`config.mk`:
```
export PLATFORM = sky130hd
export DESIGN_NAME = hazard_control_unit
export DESIGN_NICKNAME = d
export VERILOG_FILES = /design/src/rtl/hazard_control_unit.sv
export SDC_FILE = /design/constraint.sdc
export NUM_CORES = 1
export LEC_CHECK = 0
export ABC_CLOCK_PERIOD_IN_PS = 1600
export CAP_MARGIN = 20
export CORE_ASPECT_RATIO = 0.8
export CORE_MARGIN = 1
export CORE_UTILIZATION = 44
export DETAILED_ROUTE_END_ITERATION = 12
export HOLD_SLACK_MARGIN = 0.05
export PLACE_DENSITY = 0.77
export SLEW_MARGIN = 20
export SYNTH_ARGS = -nofsm -noshare
export SYNTH_HDL_FRONTEND = slang
export SYNTH_SLANG_ARGS = --single-unit
export TNS_END_PERCENT = 5
```
`constraint.sdc`:
```
create_clock -name clk -period 1.6 [get_ports clk]
set_input_delay 0.16 -clock clk [delete_from_list [all_inputs] [get_ports clk]]
set_output_delay 0.16 -clock clk [all_outputs]
set_load 0.1 [all_outputs]
```
`src/rtl/hazard_control_unit.sv`:
```
// Hazard control for the 16-bit MINI-RISC pipeline.
// Freezes the front of the pipeline while a multi-cycle data-memory read sits
// in Execute, squashes Fetch/Decode on taken branches, steers Writeback
// forwarding to the Decode and Execute operands, and counts stall cycles and
// flush events in saturating performance counters.
module hazard_control_unit #(
  parameter int MEM_LAT = 3,
  parameter bit R0_ZERO = 1'b0
) (
  input  logic        clk,
  input  logic        reset,
  input  logic [2:0]  rs1_D,
  input  logic [2:0]  rs2_D,
  input  logic [2:0]  rs1_E,
  input  logic [2:0]  rs2_E,
  input  logic        mem_read_E,
  input  logic        branch_taken_E,
  input  logic [2:0]  rd_W,
  input  logic [1:0]  write_mode_W,
  input  logic        perf_clr,
  output logic        stall_F,
  output logic        stall_D,
  output logic        stall_E,
  output logic        flush_F,
  output logic        flush_D,
  output logic        fwd_a_D,
  output logic        fwd_b_D,
  output logic        fwd_a_E,
  output logic        fwd_b_E,
  output logic [15:0] stall_cnt,
  output logic [15:0] flush_cnt,
  output logic        busy
);

  // Number of cycles a read holds the pipeline.
  localparam int N = MEM_LAT - 1;
  localparam bit CAN_STALL = (N >= 1);
  // WAIT is entered after the first stall cycle with this many stalls left.
  localparam logic [7:0] WAIT_INIT = (N > 1) ? 8'(N - 1) : 8'd0;

  typedef enum logic [1:0] {
    IDLE    = 2'd0,
    WAIT    = 2'd1,
    RELEASE = 2'd2
  } state_t;

  state_t     state;
  logic [7:0] cnt;
  logic       stall;
  logic       flush;

  // Forwarding match: Writeback writes the register the operand reads.
  function automatic logic fwd_match(input logic [2:0] rs, input logic [2:0] rd,
                                     input logic [1:0] wm);
    return (wm != 2'd0) && (rd == rs) && !(R0_ZERO && (rd == 3'd0));
  endfunction

  // Stall decode: first stall cycle comes straight from IDLE, WAIT always stalls,
  // and reset masks everything so the stalls drop the moment reset rises.
  always_comb begin
    stall = 1'b0;
    if (reset) begin
      stall = 1'b0;
    end else begin
      case (state)
        IDLE:    stall = CAN_STALL & mem_read_E;
        WAIT:    stall = 1'b1;
        RELEASE: stall = 1'b0;
        default: stall = 1'b0;
      endcase
    end
  end

  // A branch held in E during a stall flushes in the first unstalled cycle.
  assign flush   = branch_taken_E & ~stall & ~reset;

  assign stall_F = stall;
  assign stall_D = stall;
  assign stall_E = stall;
  assign flush_F = flush;
  assign flush_D = flush;
  assign busy    = (state != IDLE);

  assign fwd_a_D = fwd_match(rs1_D, rd_W, write_mode_W);
  assign fwd_b_D = fwd_match(rs2_D, rd_W, write_mode_W);
  assign fwd_a_E = fwd_match(rs1_E, rd_W, write_mode_W);
  assign fwd_b_E = fwd_match(rs2_E, rd_W, write_mode_W);

  // Memory-read stall sequencer; RELEASE lets the held read advance out of E.
  always_ff @(posedge clk or posedge reset) begin
    if (reset) begin
      state <= IDLE;
      cnt   <= 8'd0;
    end else begin
      case (state)
        IDLE: begin
          if (CAN_STALL && mem_read_E) begin
            if (N == 1) begin
              state <= RELEASE;
            end else begin
              state <= WAIT;
              cnt   <= WAIT_INIT;
            end
          end
        end
        WAIT: begin
          cnt <= cnt - 8'd1;
          if (cnt == 8'd1) begin
            state <= RELEASE;
          end
        end
        RELEASE: state <= IDLE;
        default: state <= IDLE;
      endcase
    end
  end

  // Saturating performance counters; clear wins over increment.
  always_ff @(posedge clk or posedge reset) begin
    if (reset) begin
      stall_cnt <= 16'd0;
      flush_cnt <= 16'd0;
    end else begin
      if (perf_clr) begin
        stall_cnt <= 16'd0;
      end else if (stall && (stall_cnt != 16'hFFFF)) begin
        stall_cnt <= stall_cnt + 16'd1;
      end
      if (perf_clr) begin
        flush_cnt <= 16'd0;
      end else if (flush && (flush_cnt != 16'hFFFF)) begin
        flush_cnt <= flush_cnt + 16'd1;
      end
    end
  end

endmodule
```
==> run summary, run 1 <==
status - finished with violations
violated checks - design-rule violations, negative setup slack
clock share of power - 30.6%
top cells by area, synth - dfrtp_1, xor2_1, xnor2_1, nor2_1, nand3_1
starting density of the core - 46.8%
XOR/XNOR Fraction of Synth Area - 13.5%
Detailed Routing Iterations Pass 1 - 9
Final Critical Period - 1.73 ns
Area Overhead vs Synth - 75.5%
Worst slew margin - 72.7%
Area after DPL - 0.00396 mm^2
pre-CTS setup slack - -0.245 ns
max-slew violations - 0
Peak VDD IR - 0.000367 V
num rows - 23
n_diodes - 0
H-Tree Depth - 2
Post-Synthesis Cells - 250
dpl cells - 418
Worst setup EP type - flip-flop
hpwl dp - 5280 um
DR WL/cell - 17.2 um
Yosys top cell by area - dfrtp_1
Cell Pwr Density - 503 mW/mm^2
design area - 0.00421 mm^2
Most Crowded Layer GR - met2
final core occ - 82.1%
Hold Crit Class - in2async
syn avg cell area - 9.59 um^2
Max-cap violations - 0
GRT Util Overall - 25.4%
reg-to-reg critical path startpoint - flush_cnt[15]$_DFFE_PP0P_
first-pass GRT wire length - 11,200 um
largest net degree at the start of global routing - 33
Sw Ratio - 27.2%
area share of fa/ha/maj cells after synthesis - 2.09%
share of Yosys cell area claimed by the top area cell type - 43.8%
Pleak - 0.00178 uW
top-count cell post-synth - dfrtp_1
syn nets - 276
layout cell share with drive strength beyond 1 - 39.9%
IO Count - 64
RSZ-0062 raised after global routing - yes
Final ANT Viol Nets - 0
Post-layout nets - 393
Pint - 1540 uW
end of the critical path - flush_cnt[7]$_DFFE_PP0P_
Async S/R FF share, synth - 100%
mapped cell area - 0.00240 mm^2
Psw - 576 uW
reg2reg path depth - 6
Synth Area in Simple Gates - 27.6%
die width - 84.5 um
top_reg_cell synth - dfrtp_1
drt total wl - 7410 um
Hold Vio Cnt, Final - 0
DRC - 9
Seq/Total Area, Yosys - 43.8%
Starting DRT DRC Count - 181
GP Congestion - 0.835
Compound-Gate Fraction of Synth Area - 8.19%
WP data required - 1.77 ns
vias in the first global route - 2,380
vias per inst - 5.64
Worst-Skew Late Latency - 0.29 ns
EDFF count, synth - 0
maximum clock frequency - 577 MHz
Final Cycle Share - 108%
total gr overflow - 0
# fillers - 258
CTS Root Cell - clkbuf_8
Final Non-Filler Cells - 430
PortBufs - 63
initial antenna violation count - 0
total CTS buffers - 5
Setup Crit Path Kind - reg2reg
Distinct cells, synth - 44
PnR worst setup slack - -0.132 ns
fraction of synthesized area in multiplexers - 1.25%
crit path max fanout - 10
crit path launch - flush_cnt[15]$_DFFE_PP0P_
Die Height - 68.0 um
combinational power share - 18.8%
Global Route met1 Usage - 31.6%
via count of the routed design - 2,427
r2r setup slk - -0.13 ns
Core ar. - 0.00512 mm^2
main combinational cell family by area after synthesis - simple AND/OR/NAND/NOR gates
Yosys warnings - 0
Reg clk slew, reported paths - 0.08 ns
r2r endpoint - flush_cnt[7]$_DFFE_PP0P_
setup violators final - 19
met2 usage - 45.7%
clock sinks - 42
Critical Path AT - 1.91 ns
critical path startpoint category - flip-flop
TritonCTS clock tree - done
FF+latch count, synth - 42
Post-Route Skew - 0.00401 ns
Worst-Margin Slew - 0.405 ns
clk buf depth - 2
top cells by count, synth - dfrtp_1, nor2_1, xor2_1
met3 usage - 4.46%
die area - 0.00575 mm^2
sequential group share of total power - 50.6%
## sequential cells by signal (all words and copies together), names as in the netlist
name       cells
cnt            8
flush_cnt     16
state          2
stall_cnt     16
## critical path, stage by stage, from the launching register on
cell and delay, ns:
dfrtp_1 0.46, nand4_1 0.22, nor4_4 0.45, buf_6 0.20
nor3_1 0.07, xnor2_1 0.16, nor2_1 0.06
## stage by stage
step | TNS, ns | hold slack, ns | power (uW)
3_3_place_gp | -1.85 | 0.460 | 1470
4_1_cts | -0.394 | 0.347 | 2130
6_report | -1.51 | 0.371 | 2120
5_1_grt | -3.53 | 0.393 | 2190
3_5_place_dp | -3.64 | 0.481 | 1480
2_1_floorplan | -19.08 | 0.223 | 1300
## cell type report
type                    instances  area [um^2]  share of cell area [%]
flip-flops and latches         42         1060                    25.2
clock buffers                   8         80.1                    1.90
inverters                      10         37.5                   0.892
multi-input cells             189         1430                    34.0
repair buffers                119         1520                    36.2
well taps                      62         77.6                    1.84
## repair_timing
action,4_1_cts,5_1_grt
gates resized for setup,23,12
hold buffers,0,0
pin swaps,9,6
buffers inserted,3,1
gates cloned,0,0
setup endpoints to repair,28,39
## cells in the final DEF, fill, tap and decap left out, types with 4 or more instances in the layout
| cell type | netlist | layout |
|---|---|---|
| buf_4 | 3 | 51 |
| buf_12 | 0 | 44 |
| dfrtp_1 | 42 | 36 |
| nor2_1 | 31 | 29 |
| xor2_1 | 22 | 22 |
| clkdlybuf4s50_1 | 0 | 17 |
| xnor2_1 | 15 | 15 |
| nand3_1 | 14 | 14 |
| nand2_1 | 12 | 11 |
| nand4_1 | 9 | 9 |
| inv_1 | 10 | 8 |
| o21ai_0 | 9 | 7 |
| nor3_1 | 8 | 7 |
| dfrtp_2 | 0 | 6 |
| o211ai_1 | 5 | 5 |
| clkbuf_8 | 0 | 5 |
| nor4_4 | 0 | 4 |
| a21oi_1 | 6 | 4 |
| nor4_2 | 2 | 4 |
| dlygate4sd2_1 | 0 | 4 |
## how the worst min path moves through the flow
stage | startpoint | endpoint | slack (ns) | depth (start not counted)
after global routing | reset | flush_cnt[7]$_DFFE_PP0P_ | 0.39 | 3
after global placement | cnt[6]$_DFFE_PP0P_ | cnt[6]$_DFFE_PP0P_ | 0.46 | 1
after detailed placement | cnt[7]$_DFFE_PP0P_ | cnt[7]$_DFFE_PP0P_ | 0.48 | 1
after floorplan | perf_clr | flush_cnt[15]$_DFFE_PP0P_ | 0.22 | 1
final | reset | flush_cnt[5]$_DFFE_PP0P_ | 0.37 | 3
after CTS | reset | flush_cnt[7]$_DFFE_PP0P_ | 0.35 | 3
## cell families (layout without fill, tap and decap cells)
logic type | after synthesis | after routing
AO/OA/AOI/OAI | 29 | 29
AND/OR/NAND/NOR | 116 | 116
multiplexers | 3 | 3
adder cells (fa/ha/maj) | 4 | 4
flip-flops | 42 | 42
buffers and inverters | 19 | 137
XOR/XNOR | 37 | 37
## layer usage
metal	part of all wire [%]	vias up	wire, um
li1	-	1120	-
met1	42	1179	3090
met2	50	121	3740
met3	6.8	7	503
met4	0.99	0	73
met5	0	-	0
## power by group through the flow
stage / clock (uW) / sequential, uW / combinational, uW
finish: 648 / 1070 / 398
global route: 708 / 1070 / 414
CTS: 663 / 1070 / 399
detailed placement: 0 / 1090 / 392
global placement: 0 / 1090 / 384
floorplan: 0 / 1130 / 166
Power figures use the tool's default switching activity.
==> run 2: changes to the inputs <==
--- a/config.mk
+++ b/config.mk
@@ -8,7 +8,6 @@
 export ABC_CLOCK_PERIOD_IN_PS = 1600
 export CAP_MARGIN = 20
 export CORE_ASPECT_RATIO = 0.8
-export CORE_MARGIN = 1
 export CORE_UTILIZATION = 44
 export DETAILED_ROUTE_END_ITERATION = 12
 export HOLD_SLACK_MARGIN = 0.05
==> results of run 2 <==
Same layout as run 1: the final DEF is identical, and so are final timing and power.
==> run 3: changes to the inputs <==
--- a/config.mk
+++ b/config.mk
@@ -8,12 +8,10 @@
 export ABC_CLOCK_PERIOD_IN_PS = 1600
 export CAP_MARGIN = 20
 export CORE_ASPECT_RATIO = 0.8
-export CORE_UTILIZATION = 44
+export CORE_UTILIZATION = 25
 export DETAILED_ROUTE_END_ITERATION = 12
 export HOLD_SLACK_MARGIN = 0.05
-export PLACE_DENSITY = 0.77
 export SLEW_MARGIN = 20
 export SYNTH_ARGS = -nofsm -noshare
 export SYNTH_HDL_FRONTEND = slang
 export SYNTH_SLANG_ARGS = --single-unit
-export TNS_END_PERCENT = 5
==> run summary, run 3 (synthesis gave the netlist of run 1 again) <==
Post-Route Skew - 0.00407 ns (+0.0000622 ns)
CTS Root Cell - clkbuf_16
design area - 0.00457 mm^2 (+8.5%)
starting density of the core - 26.1% (-21 points)
CP max stage cell - dfrtp_4
Area Overhead vs Synth - 90.5%
Critical Path AT - 1.86 ns (-0.05 ns)
register area - 0.00116 mm^2 (+10%)
Core ar. - 0.00919 mm^2 (+79%)
# fillers - 810 (+210%)
commonest cells after routing, fill and taps aside - buf_4, buf_12, dfrtp_4, nor2_1, xor2_1
Final Cycle Share - 103% (-5.2 points)
Tot Pwr - 2620 uW (+24%)
Final Critical Period - 1.65 ns (-0.0828 ns)
vias per inst - 4.68 (-17%)
first-pass GRT wire length - 10,300 um (-8.4%)
Starting DRT DRC Count - 72 (-60%)
GP Congestion - 0.748 (-10%)
drt total wl - 6590 um (-11%)
Area after DPL - 0.00418 mm^2 (+5.5%)
Worst slew margin - 69.9% (-2.9 points)
status - finished with violations
total CTS buffers - 5 (unchanged)
critical path cell sequence - ha_4, nand4_1, buf_4, nor4_4, buf_4, nor3_4, nand4_1, a21oi_2
Worst setup EP type - flip-flop
Hold Vio Cnt, Final - 0 (unchanged)
Detailed Routing Iterations Pass 1 - 8 (-1)
total gr overflow - 0 (unchanged)
critical path startpoint category - flip-flop
via count of the routed design - 2,248 (-7.4%)
num rows - 31 (+35%)
commonest non-fill, non-tap cell in the layout - buf_4
Hold Crit Class - in2async
RSZ-0062 raised after global routing - yes
Reg clk slew, reported paths - 0.06 ns (-0.02 ns)
initial antenna violation count - 0 (unchanged)
Worst-Margin Slew - 0.452 ns (+0.0464 ns)
Top Registers - flush_cnt x16, stall_cnt x16, cnt x8
H-Tree Depth - 2 (unchanged)
vias in the first global route - 2,131 (-10%)
die width - 111 um (+32%)
DR WL/cell - 13.7 um (-20%)
PortBufs - 63 (unchanged)
TritonCTS clock tree - done
CP peak stage delay - 0.49 ns (+0.03 ns)
largest net degree at the start of global routing - 33 (unchanged)
die area - 0.00999 mm^2 (+74%)
hpwl dp - 4860 um (-7.9%)
max-slew violations - 0 (unchanged)
pre-CTS setup slack - -0.188 ns (+0.0567 ns)
Peak VDD IR - 0.000330 V (-10%)
violated checks - design-rule violations, negative setup slack
Setup Crit Path Kind - reg2reg
Final ANT Viol Nets - 0 (unchanged)
WP data required - 1.81 ns (+0.04 ns)
clock sinks - 42 (unchanged)
Worst-Skew Late Latency - 0.28 ns (about the same)
crit path max fanout - 3 (-7)
Post-layout nets - 390 (-0.76%)
PnR worst setup slack - -0.0490 ns (+0.0828 ns)
Buf+Inv Stages, Crit Path - 2 (+1)
layout cell share with drive strength beyond 1 - 50.7% (+11 points)
area of the multi-input gates - 0.00157 mm^2 (+9.7%)
maximum clock frequency - 606 MHz (+5.0%)
Cell Pwr Density - 573 mW/mm^2 (+14%)
Pleak - 0.00173 uW (-2.8%)
DRC - 6 (-3)
IO Count - 64 (unchanged)
n_diodes - 0 (unchanged)
Max-cap violations - 0 (unchanged)
CP top delay family - flip-flops
Die Height - 89.6 um (+32%)
clk buf depth - 2 (unchanged)
GRT Util Overall - 13.1% (-12 points)
setup violators final - 6 (-13)
==> run 3: cell count changes in the layout (fill, tap and decap cells not counted), moves of 4 or more <==
cell,delta
clkbuf_16,+5
nor4_4,+4
buf_6,+4
buf_4,-5
nor3_1,-6
clkbuf_8,-5
dfrtp_4,+29
dfrtp_1,-27
nor3_2,+5
==> run 3: routing by layer <==
layer  track usage (%)  share of wire [%]  up-vias
li1                  -                  -     1107
met1              17.3                 46     1094
met2              21.7                 49       40
met3              3.15                3.8        7
met4              4.05               0.90        0
met5                 0                  0        -
==> run 3: area by class of cell <==
| type | count | share of cell area (%) |
|---|---|---|
| timing repair buffer | 116 | 32.5 |
| clock buffer | 7 | 2.90 |
| multi-input combinational | 189 | 34.4 |
| inverter | 10 | 0.904 |
| sequential | 42 | 25.5 |
| clock inverter | 1 | 0.658 |
| tap | 115 | 3.15 |
==> run 3: worst reg2reg max path, stage by stage, from the launching register on <==
cell and delay (ns):
dfrtp_4 0.49, ha_4 0.17, nand4_1 0.08, buf_4 0.13, nor4_4 0.04, buf_4 0.16, nor3_4 0.23, nand4_1 0.14
a21oi_2 0.14
==> run 3: path summary, 6_finish.rpt <==
path                                          start                   endpoint  slack [ns]  depth (start not counted)
setup / recovery           flush_cnt[1]$_DFFE_PP0P_  flush_cnt[15]$_DFFE_PP0P_       -0.05                          8
hold / removal                                reset   stall_cnt[5]$_DFFE_PP0P_        0.47                          4
setup reg to reg           flush_cnt[1]$_DFFE_PP0P_  flush_cnt[15]$_DFFE_PP0P_       -0.05                          8
hold reg to reg                  cnt[6]$_DFFE_PP0P_         cnt[6]$_DFFE_PP0P_        0.48                          1
max in group asynchronous                     reset   flush_cnt[6]$_DFFE_PP0P_        0.79                          4
min in group clk                 cnt[6]$_DFFE_PP0P_         cnt[6]$_DFFE_PP0P_        0.48                          1
==> run 3: timing repair <==
action / 4_1_cts / 5_1_grt
endpoints found under the setup margin: 14 / 37
pin swaps: 5 / 17
hold endpoints to repair: 0 / 0
cloned: 0 / 0
hold buffers: 0 / 0
gates resized for setup: 8 / 25
setup buffers: 2 / 9
==> run 3: per-stage QoR <==
step | hold WS [ns] | cells | util (%) | setup TNS [ns]
floorplan | 0.219 | 250 | - | -4.88
global placement | 0.463 | 461 | 45.5 | -2.03
detailed placement | 0.473 | 461 | 45.5 | -2.71
CTS | 0.477 | 471 | 47.7 | -0.0435
global route | 0.513 | 480 | 49.7 | -1.25
finish | 0.466 | 480 | 49.7 | -0.119
==> run 3: where the power goes <==
group	internal, uW	total, uW	switching (uW)	leakage (uW)
combinational	159	400	241	0.00116
sequential	1070	1080	6.81	0.000498
clock	738	1140	401	0.0000781
total	1970	2620	648	0.00173
